<file path="config.mk">
export PLATFORM = sky130hd
export DESIGN_NAME = pipe_reg_slice
export DESIGN_NICKNAME = d
export VERILOG_FILES = /design/src/rtl/pipe_pkg.sv /design/src/rtl/pipe_reg_slice_stage.sv /design/src/rtl/pipe_reg_slice.sv
export SDC_FILE = /design/constraint.sdc
export NUM_CORES = 1
export LEC_CHECK = 0
export CORE_ASPECT_RATIO = 2
export CORE_MARGIN = 4
export CORE_UTILIZATION = 47
export CTS_CLUSTER_DIAMETER = 40
export DETAILED_ROUTE_END_ITERATION = 6
export PLACE_DENSITY_LB_ADDON = 0.3
export SYNTH_ARGS = -nofsm -noshare
export SYNTH_HDL_FRONTEND = slang
export SYNTH_SLANG_ARGS = --single-unit
</file>
<file path="constraint.sdc">
create_clock -name clk -period 2.46 [get_ports clk]
set_clock_uncertainty 0.15 [all_clocks]
set_input_delay 0.738 -clock clk [delete_from_list [all_inputs] [get_ports clk]]
set_output_delay 0.738 -clock clk [all_outputs]
set_load 0.01 [all_outputs]
</file>
<file path="src/rtl/pipe_pkg.sv">
// pipe_pkg: shared types and helpers for the elastic register pipeline.
//   pipe_mode_e : stage flavour (combinational ready chain or skid buffer)
//   occ_width() : bit width needed to count every entry the pipeline can hold
package pipe_pkg;

    typedef enum logic {
        PIPE_COMB_READY = 1'b0,
        PIPE_SKID       = 1'b1
    } pipe_mode_e;

    // A skid stage holds two entries, a plain stage one.
    function automatic int occ_width(input int depth, input int mode);
        return $clog2(depth * (1 + mode) + 1);
    endfunction

endpackage

</file>
<file path="src/rtl/pipe_reg_slice_stage.sv">
// pipe_stage: one elastic register stage with valid/ready on both sides.
//   clk, rst_n          : clock, asynchronous active-low reset (valids only,
//                         data too when RESET_DATA=1)
//   flush_i             : synchronous clear of the held entries
//   up_valid/up_ready/up_data : upstream handshake
//   dn_valid/dn_ready/dn_data : downstream handshake
// SKID_MODE=0: single register, ready passes through combinationally.
// SKID_MODE=1: main + skid entry, up_ready comes straight from a flop.
module pipe_stage
    import pipe_pkg::*;
#(
    parameter int                    DATA_WIDTH = 8,
    parameter int                    SKID_MODE  = 0,
    parameter bit                    RESET_DATA = 1'b1,
    parameter logic [DATA_WIDTH-1:0] RST_VAL    = '0
) (
    input  logic                  clk,
    input  logic                  rst_n,
    input  logic                  flush_i,
    input  logic                  up_valid,
    output logic                  up_ready,
    input  logic [DATA_WIDTH-1:0] up_data,
    output logic                  dn_valid,
    input  logic                  dn_ready,
    output logic [DATA_WIDTH-1:0] dn_data
);

    localparam pipe_mode_e MODE = (SKID_MODE != 0) ? PIPE_SKID : PIPE_COMB_READY;

    if (MODE == PIPE_COMB_READY) begin : g_comb
        logic                  vld_q, vld_d;
        logic [DATA_WIDTH-1:0] data_q, data_d;

        assign up_ready = !vld_q || dn_ready;

        always_comb begin
            vld_d  = vld_q;
            data_d = data_q;
            if (flush_i) begin
                vld_d = 1'b0;
            end else if (up_ready) begin
                vld_d = up_valid;
                // Data only loads with a real word so idle cycles leave it quiet.
                if (up_valid) data_d = up_data;
            end
        end

        always_ff @(posedge clk or negedge rst_n) begin
            if (!rst_n) vld_q <= 1'b0;
            else        vld_q <= vld_d;
        end

        if (RESET_DATA) begin : g_rst_data
            always_ff @(posedge clk or negedge rst_n) begin
                if (!rst_n) data_q <= RST_VAL;
                else        data_q <= data_d;
            end
        end else begin : g_free_data
            always_ff @(posedge clk) data_q <= data_d;
        end

        assign dn_valid = vld_q;
        assign dn_data  = data_q;
    end else begin : g_skid
        logic                  main_vld_q, main_vld_d;
        logic                  skid_vld_q, skid_vld_d;
        logic [DATA_WIDTH-1:0] main_data_q, main_data_d;
        logic [DATA_WIDTH-1:0] skid_data_q, skid_data_d;
        logic                  pop, push;

        // Registered ready: accept only while the skid slot is free.
        assign up_ready = !skid_vld_q;

        always_comb begin
            pop         = main_vld_q && dn_ready;
            push        = up_valid && !skid_vld_q;
            main_vld_d  = main_vld_q;
            skid_vld_d  = skid_vld_q;
            main_data_d = main_data_q;
            skid_data_d = skid_data_q;
            if (flush_i) begin
                main_vld_d = 1'b0;
                skid_vld_d = 1'b0;
            end else if (skid_vld_q) begin
                // Skid refills main first; no push is possible while it is full.
                if (pop) begin
                    main_vld_d  = 1'b1;
                    main_data_d = skid_data_q;
                    skid_vld_d  = 1'b0;
                end
            end else if (push) begin
                if (!main_vld_q || pop) begin
                    main_vld_d  = 1'b1;
                    main_data_d = up_data;
                end else begin
                    skid_vld_d  = 1'b1;
                    skid_data_d = up_data;
                end
            end else if (pop) begin
                main_vld_d = 1'b0;
            end
        end

        always_ff @(posedge clk or negedge rst_n) begin
            if (!rst_n) begin
                main_vld_q <= 1'b0;
                skid_vld_q <= 1'b0;
            end else begin
                main_vld_q <= main_vld_d;
                skid_vld_q <= skid_vld_d;
            end
        end

        if (RESET_DATA) begin : g_rst_data
            always_ff @(posedge clk or negedge rst_n) begin
                if (!rst_n) begin
                    main_data_q <= RST_VAL;
                    skid_data_q <= RST_VAL;
                end else begin
                    main_data_q <= main_data_d;
                    skid_data_q <= skid_data_d;
                end
            end
        end else begin : g_free_data
            always_ff @(posedge clk) begin
                main_data_q <= main_data_d;
                skid_data_q <= skid_data_d;
            end
        end

        assign dn_valid = main_vld_q;
        assign dn_data  = main_data_q;
    end

endmodule

</file>
<file path="src/rtl/pipe_reg_slice.sv">
// pipe_reg_slice: DEPTH-stage elastic register pipeline with valid/ready on
// both ends, synchronous flush and an entry counter.
//   clk, rst_n                  : clock, asynchronous active-low reset
//   flush_i                     : drop every held entry at the next edge
//   in_valid/in_ready/in_data   : upstream handshake
//   out_valid/out_ready/out_data: downstream handshake
//   occupancy                   : number of entries currently held
module pipe_reg_slice
    import pipe_pkg::*;
#(
    parameter int                    DATA_WIDTH = 8,
    parameter int                    DEPTH      = 4,
    parameter int                    SKID_MODE  = 0,
    parameter bit                    RESET_DATA = 1'b1,
    parameter logic [DATA_WIDTH-1:0] RST_VAL    = '0,
    localparam int                   CNT_W      = occ_width(DEPTH, SKID_MODE)
) (
    input  logic                  clk,
    input  logic                  rst_n,
    input  logic                  flush_i,
    input  logic                  in_valid,
    output logic                  in_ready,
    input  logic [DATA_WIDTH-1:0] in_data,
    output logic                  out_valid,
    input  logic                  out_ready,
    output logic [DATA_WIDTH-1:0] out_data,
    output logic [CNT_W-1:0]      occupancy
);

    // Each stage keeps its own boundary nets so the ready chain stays a set
    // of distinct signals rather than one self-referencing vector.
    for (genvar i = 0; i < DEPTH; i++) begin : g_stage
        logic                  up_valid, up_ready, dn_valid, dn_ready;
        logic [DATA_WIDTH-1:0] up_data, dn_data;

        if (i == 0) begin : g_head
            assign up_valid = in_valid && !flush_i;
            assign up_data  = in_data;
        end else begin : g_link
            assign up_valid = g_stage[i-1].dn_valid;
            assign up_data  = g_stage[i-1].dn_data;
        end

        if (i == DEPTH - 1) begin : g_tail
            assign dn_ready = out_ready && !flush_i;
        end else begin : g_fwd
            assign dn_ready = g_stage[i+1].up_ready;
        end

        pipe_stage #(
            .DATA_WIDTH (DATA_WIDTH),
            .SKID_MODE  (SKID_MODE),
            .RESET_DATA (RESET_DATA),
            .RST_VAL    (RST_VAL)
        ) u_stage (
            .clk      (clk),
            .rst_n    (rst_n),
            .flush_i  (flush_i),
            .up_valid (up_valid),
            .up_ready (up_ready),
            .up_data  (up_data),
            .dn_valid (dn_valid),
            .dn_ready (dn_ready),
            .dn_data  (dn_data)
        );
    end

    // Flush blocks both handshakes in its own cycle.
    assign in_ready  = g_stage[0].up_ready && !flush_i;
    assign out_valid = g_stage[DEPTH-1].dn_valid && !flush_i;
    assign out_data  = g_stage[DEPTH-1].dn_data;

    logic             in_xfer, out_xfer;
    logic [CNT_W-1:0] occ_q, occ_d;

    always_comb begin
        in_xfer  = in_valid && in_ready;
        out_xfer = out_valid && out_ready;
        occ_d    = occ_q;
        if (flush_i) begin
            occ_d = '0;
        end else if (in_xfer && !out_xfer) begin
            occ_d = occ_q + CNT_W'(1);
        end else if (!in_xfer && out_xfer) begin
            occ_d = occ_q - CNT_W'(1);
        end
    end

    always_ff @(posedge clk or negedge rst_n) begin
        if (!rst_n) occ_q <= '0;
        else        occ_q <= occ_d;
    end

    assign occupancy = occ_q;

endmodule

</file>
Word-level counts from Yosys, hierarchy flattened
Index checks and enable logic that the tools add are counted.
Word-level totals
  bits in latches: 0
  bits in writable memories: 0
  output and inout bits: 13
  memories: 0
  bits in registers: 39
  logic and storage cells: 51
  input bits: 13
  bits in read-only memories: 0
Cells by class
  div/mod/pow operators: 0
  equality and inequality tests: 0
  bitwise operators: 1
  shift operators: 0
  multiply operators: 0
  reduce and logical (&&, ||, !) cells: 28
  add/sub/neg operators: 2
  multiplexer cells: 11
  $lt $le $gt $ge: 0
Operators by type and width (number)
  $reduce_and A3 Y1: 4
  $mux W3: 3
  $logic_and A1 B1 Y1: 8
  $mux W1: 8
  $reduce_bool A2 Y1: 4
  $logic_not A1 Y1: 7
  $logic_or A1 B1 Y1: 4
  $add A3 B1 Y3 const B: 1
  $reduce_bool A3 Y1: 1
  $sub A3 B1 Y3 const B: 1
  $not A1 Y1: 1

Longest topological paths before layout
Gate-level depths: netlist of run 1.
  depth in word-level cells: 13
  gate-level depth with buffers: 8
  mapped depth without buffers: 7

Modules after synthesis
Synthesis of run 1 repeated with hierarchy kept, for this count alone.
Unflattened totals
  cell total of the unflattened synthesis: 118
  area total of the unflattened synthesis: 1705.4 µm²
By module, submodules not included
  pipe_stage: cells an instance 22, area each 359.1 µm², sequential area each 225.2 µm², times used 4
  pipe_reg_slice: cells an instance 30, area each 269.0 µm², sequential area each 75.1 µm², times used 1

Worst setup path before layout of run 1
No wires, ideal clock.
  path type: input-to-reg
  from: in flush_i
  to: reg occ_q[2] (netlist: occupancy[2])
  setup time: 125 ps
  data required time: 2185 ps
  path buffers: 2
  stages: 7
  slack: -513 ps
  arrival: 2698 ps
  cell sequence: clkbuf_1 > buf_1 > nor3_1 > fa_1 > or3b_2 > o211a_1 > mux2_2
Between the ends
  word-level cells in the longest chain between the ends: 11
  elaborated cells on any way between the ends: 17
  those cells by class: 2 x mux; 15 x reduce/logical
RTL lines
  from (decl): RTL line pipe_reg_slice.sv:20  | input logic flush_i,
  $logic_not A1 Y1: RTL line pipe_reg_slice.sv:45, pipe_reg_slice.sv:69, pipe_reg_slice.sv:70
  $logic_and A1 B1 Y1: RTL line pipe_reg_slice.sv:45  | assign dn_ready = out_ready && !flush_i;
  $logic_or A1 B1 Y1 (4 in a row): RTL line pipe_reg_slice_stage.sv:34  | assign up_ready = !vld_q || dn_ready;
  $logic_and A1 B1 Y1: RTL line pipe_reg_slice.sv:69  | assign in_ready = g_stage[0].up_ready && !flush_i;
  $logic_and A1 B1 Y1: RTL line pipe_reg_slice.sv:77  | in_xfer = in_valid && in_ready;
  $logic_and A1 B1 Y1 / $logic_not A1 Y1 (equally long branches): RTL line pipe_reg_slice.sv:82, pipe_reg_slice.sv:84
  $mux W3 / $logic_and A1 B1 Y1 (equally long branches): RTL line pipe_reg_slice.sv:82, pipe_reg_slice.sv:84
  $mux W3 / $reduce_bool A3 Y1 (equally long branches)
  to (signal assigned): RTL line pipe_reg_slice.sv:90  | if (!rst_n) occ_q <= '0;
  to (signal assigned): RTL line pipe_reg_slice.sv:91  | else occ_q <= occ_d;
  to (decl): RTL line pipe_reg_slice.sv:74  | logic [CNT_W-1:0] occ_q, occ_d;
Parallel ways exist; a longest one is shown, timed or not.
A chain may end at the register's enable or synchronous reset.

Final worst setup path of run 1
  from: in out_ready
  to: out in_ready
Between the ends
  word-level cells in the longest chain between the ends: 6
RTL lines
  from (decl): RTL line pipe_reg_slice.sv:25  | input logic out_ready,
  $logic_and A1 B1 Y1: RTL line pipe_reg_slice.sv:45
  $logic_or A1 B1 Y1 (4 in a row): RTL line pipe_reg_slice_stage.sv:34
  $logic_and A1 B1 Y1: RTL line pipe_reg_slice.sv:69
  to (decl): RTL line pipe_reg_slice.sv:22  | output logic in_ready,
Every way passes these cells.

==> results.json, run 1 <==
{
  "status": "complete, no violations",
  "yosysSeqAreaShare_pct": 57.6,
  "cts_made_buffers": 5,
  "initial_core_util_pct": 49.6,
  "routed_wirelength_um": 2950,
  "final_nets": 173,
  "die_y_um": 92.9,
  "grt_pass1_wl_um": 5050,
  "die-width_um": 50.4,
  "synth.distinct_cells": 26,
  "finalPower_mw": 1.88,
  "seq_area_um2": 976,
  "syn-cell-area_mm2": 0.00169,
  "worstSetupPathType": "primary input to output pin",
  "async_reset_ff_share_pct": 100,
  "min_period_ns": 2.42,
  "grt_max_degree": 40,
  "drt-wirelength-per-cell_um": 14.2,
  "worst_setup_path_startpoint": "out_ready",
  "endpoint": "in_ready",
  "switching_share_pct": 23.8,
  "routed_via_density": 5.04,
  "worstPathRequired_ns": 1.57,
  "slew_viol_final": 0,
  "track_usage_pct": 14.5,
  "area_growth_pct": 29.4,
  "ios": 26,
  "hold_buffers": 0,
  "drive_gt1_share_pct": 40.0,
  "power.switching_uw": 447,
  "clock_path_buffers": 2,
  "synthFlopType": "dfrtp_1",
  "cts.clk_slew.worst_paths_ns": 0.07,
  "rows": 30,
  "rr_endpoint": "occupancy[2]",
  "powerDensity_mw_per_mm2": 856,
  "synth_nets": 132,
  "cp-end-kind": "output pin",
  "synth_enable_flop_cells": 0,
  "nFillCells": 271,
  "clkLatencyLatePin_ns": 0.28,
  "clockPowerShare_pct": 28.6,
  "p_leak_nw": 1.01,
  "r2r_slack_ns": 0.20,
  "synth_top_area_share_pct": 57.6,
  "dp_slack_ns": -0.505,
  "netlist_top_cells_area": "dfrtp_1 58%, mux2_2 16%, mux2_4 7.1%",
  "max-vdd-ir-drop_mv": 0.730,
  "vias": 1049,
  "startpoint_type": "primary input",
  "slew_headroom_pct": 69.1,
  "hp-class": "primary input to asynchronous set/reset pin",
  "holdWs_ns": 0.341,
  "fmax_mhz": 413,
  "rr_startpoint": "g_stage[1].u_stage.dn_valid",
  "antenna_found_initial": 0,
  "first_pass_iters": 2,
  "final_area_mm2": 0.00219,
  "fin_setup_tns_ns": 0,
  "p_comb_share_pct": 23.3,
  "htree_levels": 2,
  "synth_cells": 118,
  "p_seq_share_pct": 48.1,
  "syn_avg_cell_area_um2": 14.3,
  "internal_power_mw": 1.43,
  "setup_viol": 0,
  "multi_input_area_um2": 659,
  "grt_setup_unrepaired": "false",
  "ant_nets": 0,
  "tightest_slew_ns": 0.464,
  "cp_max_fo": 3,
  "synth_warnings": 0,
  "place.gp.congestion": 0.757,
  "drt_iter0_markers": 16,
  "synthTopCellsByCount": "39 x dfrtp_1, 24 x mux2_2, 10 x nor2_1, 8 x mux2_4, 5 x inv_1",
  "synth_top_area_cell": "dfrtp_1",
  "root_buffer": "clkbuf_8",
  "port_buffers": 25,
  "dieArea_mm2": 0.00468,
  "grt.overflow.total": 0,
  "hold_viol": 0,
  "cts.sinks": 39,
  "rr_worst_depth": 7,
  "drc": 0,
  "antenna_cells": 0,
  "core_area_mm2": 0.00342,
  "synth-seq-cells": 39,
  "fin_ws_ns": 0.0374,
  "placedInstanceArea_mm2": 0.00206,
  "arrival_ns": 1.53,
  "tritoncts": "done",
  "grt_pass1_vias": 1170,
  "synth_most_common_cell": "dfrtp_1",
  "finalCritPeriodShare_pct": 98.5,
  "drv_cap": 0,
  "post-dp-hpwl_um": 2320
}
-- sequential cells by signal (all words and copies together), names as in the netlist --
| name | cells |
|---|---|
| g_stage.u_stage.dn_valid | 4 |
| occupancy | 3 |
| g_stage.u_stage.dn_data | 32 |
-- power by group through the flow --
stage,logic (mW),clock network [mW],registers [mW]
2_1_floorplan,0.225,0,0.915
3_3_place_gp,0.423,0,0.902
3_5_place_dp,0.442,0,0.919
4_1_cts,0.446,0.553,0.905
5_1_grt,0.472,0.583,0.928
6_report,0.438,0.536,0.902
-- cell usage in the layout, fill, tap and decap left out, drive strengths merged, types with 2 or more instances in the layout --
cell           count
dfrtp             39
mux2              35
clkdlybuf4s50     19
buf               17
nor2              10
clkbuf             6
dlygate4sd2        5
inv                5
a21oi              3
nor2b              3
a211o              2
or3b               2
-- metrics by stage --
stage / std cells / util (%)
floorplan: 118 / -
global placement: 198 / 60.4
detailed placement: 198 / 60.4
CTS: 207 / 63.9
global route: 208 / 64.1
finish: 208 / 64.1
-- critical path, stage by stage --
cell and delay (ns):
dlygate4sd2_1 0.27, nor2b_2 0.15, a21oi_1 0.09, dlygate4sd2_1 0.29
-- area by class of cell --
| cell class | count | area share, % |
|---|---|---|
| clock inverter | 2 | 1.60 |
| tap | 48 | 2.74 |
| inverter | 5 | 0.857 |
| timing repair buffer | 41 | 16.4 |
| clock buffer | 6 | 3.77 |
| sequential | 39 | 44.5 |
| multi-input combinational | 67 | 30.1 |
-- worst min-delay path by stage --
stage | endpoint | from | cells after the start
detailed placement | g_stage[0].u_stage.dn_data[0] | g_stage[0].u_stage.dn_data[0] | 1
finish | g_stage[0].u_stage.dn_data[4] | rst_n | 2
CTS | g_stage[2].u_stage.dn_data[4] | rst_n | 2
floorplan | g_stage[0].u_stage.dn_data[0] | rst_n | 0
global placement | g_stage[0].u_stage.dn_data[7] | g_stage[0].u_stage.dn_data[7] | 1
global route | g_stage[1].u_stage.dn_data[6] | g_stage[0].u_stage.dn_data[6] | 1
-- metal layers --
layer / up-vias / wire length [µm] / track usage (%)
met5: - / 0 / 0
met4: 0 / 67 / 7.19
met3: 8 / 117 / 3.54
met2: 25 / 1750 / 28.2
met1: 527 / 1010 / 13.1
li1: 489 / - / -
-- logic make-up (layout without fill, tap and decap cells) --
group | after synthesis | in the layout | synth area share [%]
AOI/OAI and AO/OA | 10 | 10 | 4.51
DFF | 39 | 39 | 57.6
buffers and inverters | 12 | 54 | 4.14
muxes | 35 | 35 | 25.1
adders and majority gates | 1 | 1 | 1.18
and+or+nand+nor | 21 | 21 | 7.47
-- what timing repair did --
action                     in CTS  in global routing
setup buffers                   1                  1
pin swaps                       1                  0
resized for setup               7                  0
hold endpoints to repair        0                  0
setup endpoints to repair       3                  1
(Power assumes the default switching activity.)
==> inputs of run 2 (changes only) <==
Settings changed: CORE_ASPECT_RATIO 2 to 0.7, CORE_MARGIN 4 to 2, REMOVE_ABC_BUFFERS from default to 1.
==> run 2 against run 1 <==
  * Worst setup slack improved by 0.022 ns
  * Critical path type unchanged
  * Highest routed layer unchanged
  * First-iteration DRC count increased to 4.1 times the previous value
  * Design area decreased by 1.1%
  * Via count shrank 3.7%
==> results.json, run 2 (synthesized netlist as in run 1, its figures left out) <==
{
  "status": "complete, no violations",
  "initial_core_util_pct": 48.5,
  "drt-wirelength-per-cell_um": 13.0,
  "die-width_um": 75.7,
  "antenna_found_initial": 0,
  "rr_endpoint": "occupancy[2]",
  "port_buffers": 25,
  "routed_wirelength_um": 2710,
  "track_usage_pct": 15.8,
  "postCtsSetupRepairBufs": 0,
  "clkLatencyLatePin_ns": 0.28,
  "drive_gt1_share_pct": 38.0,
  "slew_headroom_pct": 68.9,
  "htree_levels": 2,
  "finalPower_mw": 1.73,
  "grt_pass1_wl_um": 4740,
  "final_nets": 171,
  "powerDensity_mw_per_mm2": 799,
  "cts_made_buffers": 5,
  "holdWs_ns": 0.338,
  "final_common_cell": "dfrtp_1",
  "grt_setup_unrepaired": "false",
  "cts.clk_slew.worst_paths_ns": 0.08,
  "slew_viol_final": 0,
  "final_cells": 208,
  "drt_iter0_markers": 65,
  "dieArea_mm2": 0.00411,
  "rr_startpoint": "g_stage[1].u_stage.dn_valid",
  "tritoncts": "done",
  "arrival_ns": 1.51,
  "setup_viol": 0,
  "startpoint_type": "primary input",
  "area_growth_pct": 28.0,
  "tightest_slew_ns": 0.467,
  "clock_path_buffers": 2,
  "wl_met3_um": 103,
  "vias": 1010,
  "core_area_mm2": 0.00349,
  "cp-end-kind": "output pin",
  "hold_viol": 0,
  "min_period_ns": 2.40,
  "worstSetupPathType": "primary input to output pin",
  "first_pass_iters": 4,
  "ios": 26,
  "drc": 0,
  "antenna_cells": 0,
  "finalCritPeriodShare_pct": 97.6,
  "drv_cap": 0,
  "routed_via_density": 4.86,
  "cts.sinks": 39,
  "rr_worst_depth": 7,
  "layout_common_cells": "39 x dfrtp_1, 24 x mux2_2, 19 x clkdlybuf4s50_1",
  "root_buffer": "clkbuf_8",
  "top_layer": "met4",
  "met2_length_um": 1200,
  "final_core_util_pct": 62.1,
  "place.gp.congestion": 0.843,
  "worstPathRequired_ns": 1.57,
  "grt.overflow.total": 0,
  "fin_ws_ns": 0.0589,
  "cp_max_fo": 4,
  "wl_met1_um": 1360,
  "p_leak_nw": 0.991,
  "grt_pass1_vias": 1039,
  "rows": 18,
  "r2r_slack_ns": 0.10,
  "dp_slack_ns": -0.595,
  "grt_max_degree": 40,
  "largest_reg_flops": 32,
  "fmax_mhz": 416,
  "hp-class": "primary input to asynchronous set/reset pin",
  "post-dp-hpwl_um": 2030,
  "ant_nets": 0,
  "place_inst": 200,
  "die_y_um": 54.2,
  "max-vdd-ir-drop_mv": 0.523
}
run 2: cell count changes in the layout (fill, tap and decap cells not counted), moves of 2 or more:
cell and delta:
buf_4 -4, buf_12 +2, dlygate4sd2_1 -2, clkdlybuf4s15_1 +2
run 2: what timing repair did:
item,4_1_cts,5_1_grt
setup endpoints to repair,3,2
hold buffers,0,0
pin swaps,1,1
gates resized for setup,6,4
run 2: power breakdown:
part	internal, mW	switching (mW)
registers	0.811	0.0871
logic	0.287	0.135
clock network	0.198	0.213
total	1.30	0.436
run 2: metrics by stage:
stage / TNS (ns) / instance area, µm²
detailed placement: -3.80 / 2080
finish: 0 / 2170
global placement: -2.92 / 2080
CTS: 0 / 2160
floorplan: 0 / 1640
global route: 0 / 2170
run 2: how the worst max path moves through the flow:
stage	start	end	slack (ns)	cells after the start
2_1_floorplan	out_ready	occupancy[2]	0.03	6
3_3_place_gp	out_ready	occupancy[2]	-0.51	7
3_5_place_dp	out_ready	occupancy[2]	-0.60	7
4_1_cts	out_ready	occupancy[2]	0.004	7
5_1_grt	out_ready	occupancy[2]	0.007	7
6_report	flush_i	in_ready	0.06	4
run 2: layer usage:
| layer | GRT usage (%) | vias up |
|---|---|---|
| met2 | 24.6 | 22 |
| met5 | 0 | - |
| met4 | 6.43 | 0 |
| li1 | - | 489 |
| met3 | 4.42 | 4 |
| met1 | 21.2 | 495 |
run 2: critical path: stages:
cell and delay [ns]:
dlygate4sd2_1 0.26, buf_4 0.14, a21oi_1 0.12, clkdlybuf4s15_1 0.25
run 2: cell type report:
cell class	count	area (µm²)
Multi-Input combinational cell	67	653
Fill cell	278	1320
Tap cell	50	62.6
Clock inverter	2	12.5
Timing Repair Buffer	39	372
Clock buffer	6	72.6
Sequential cell	39	976
Inverter	5	18.8
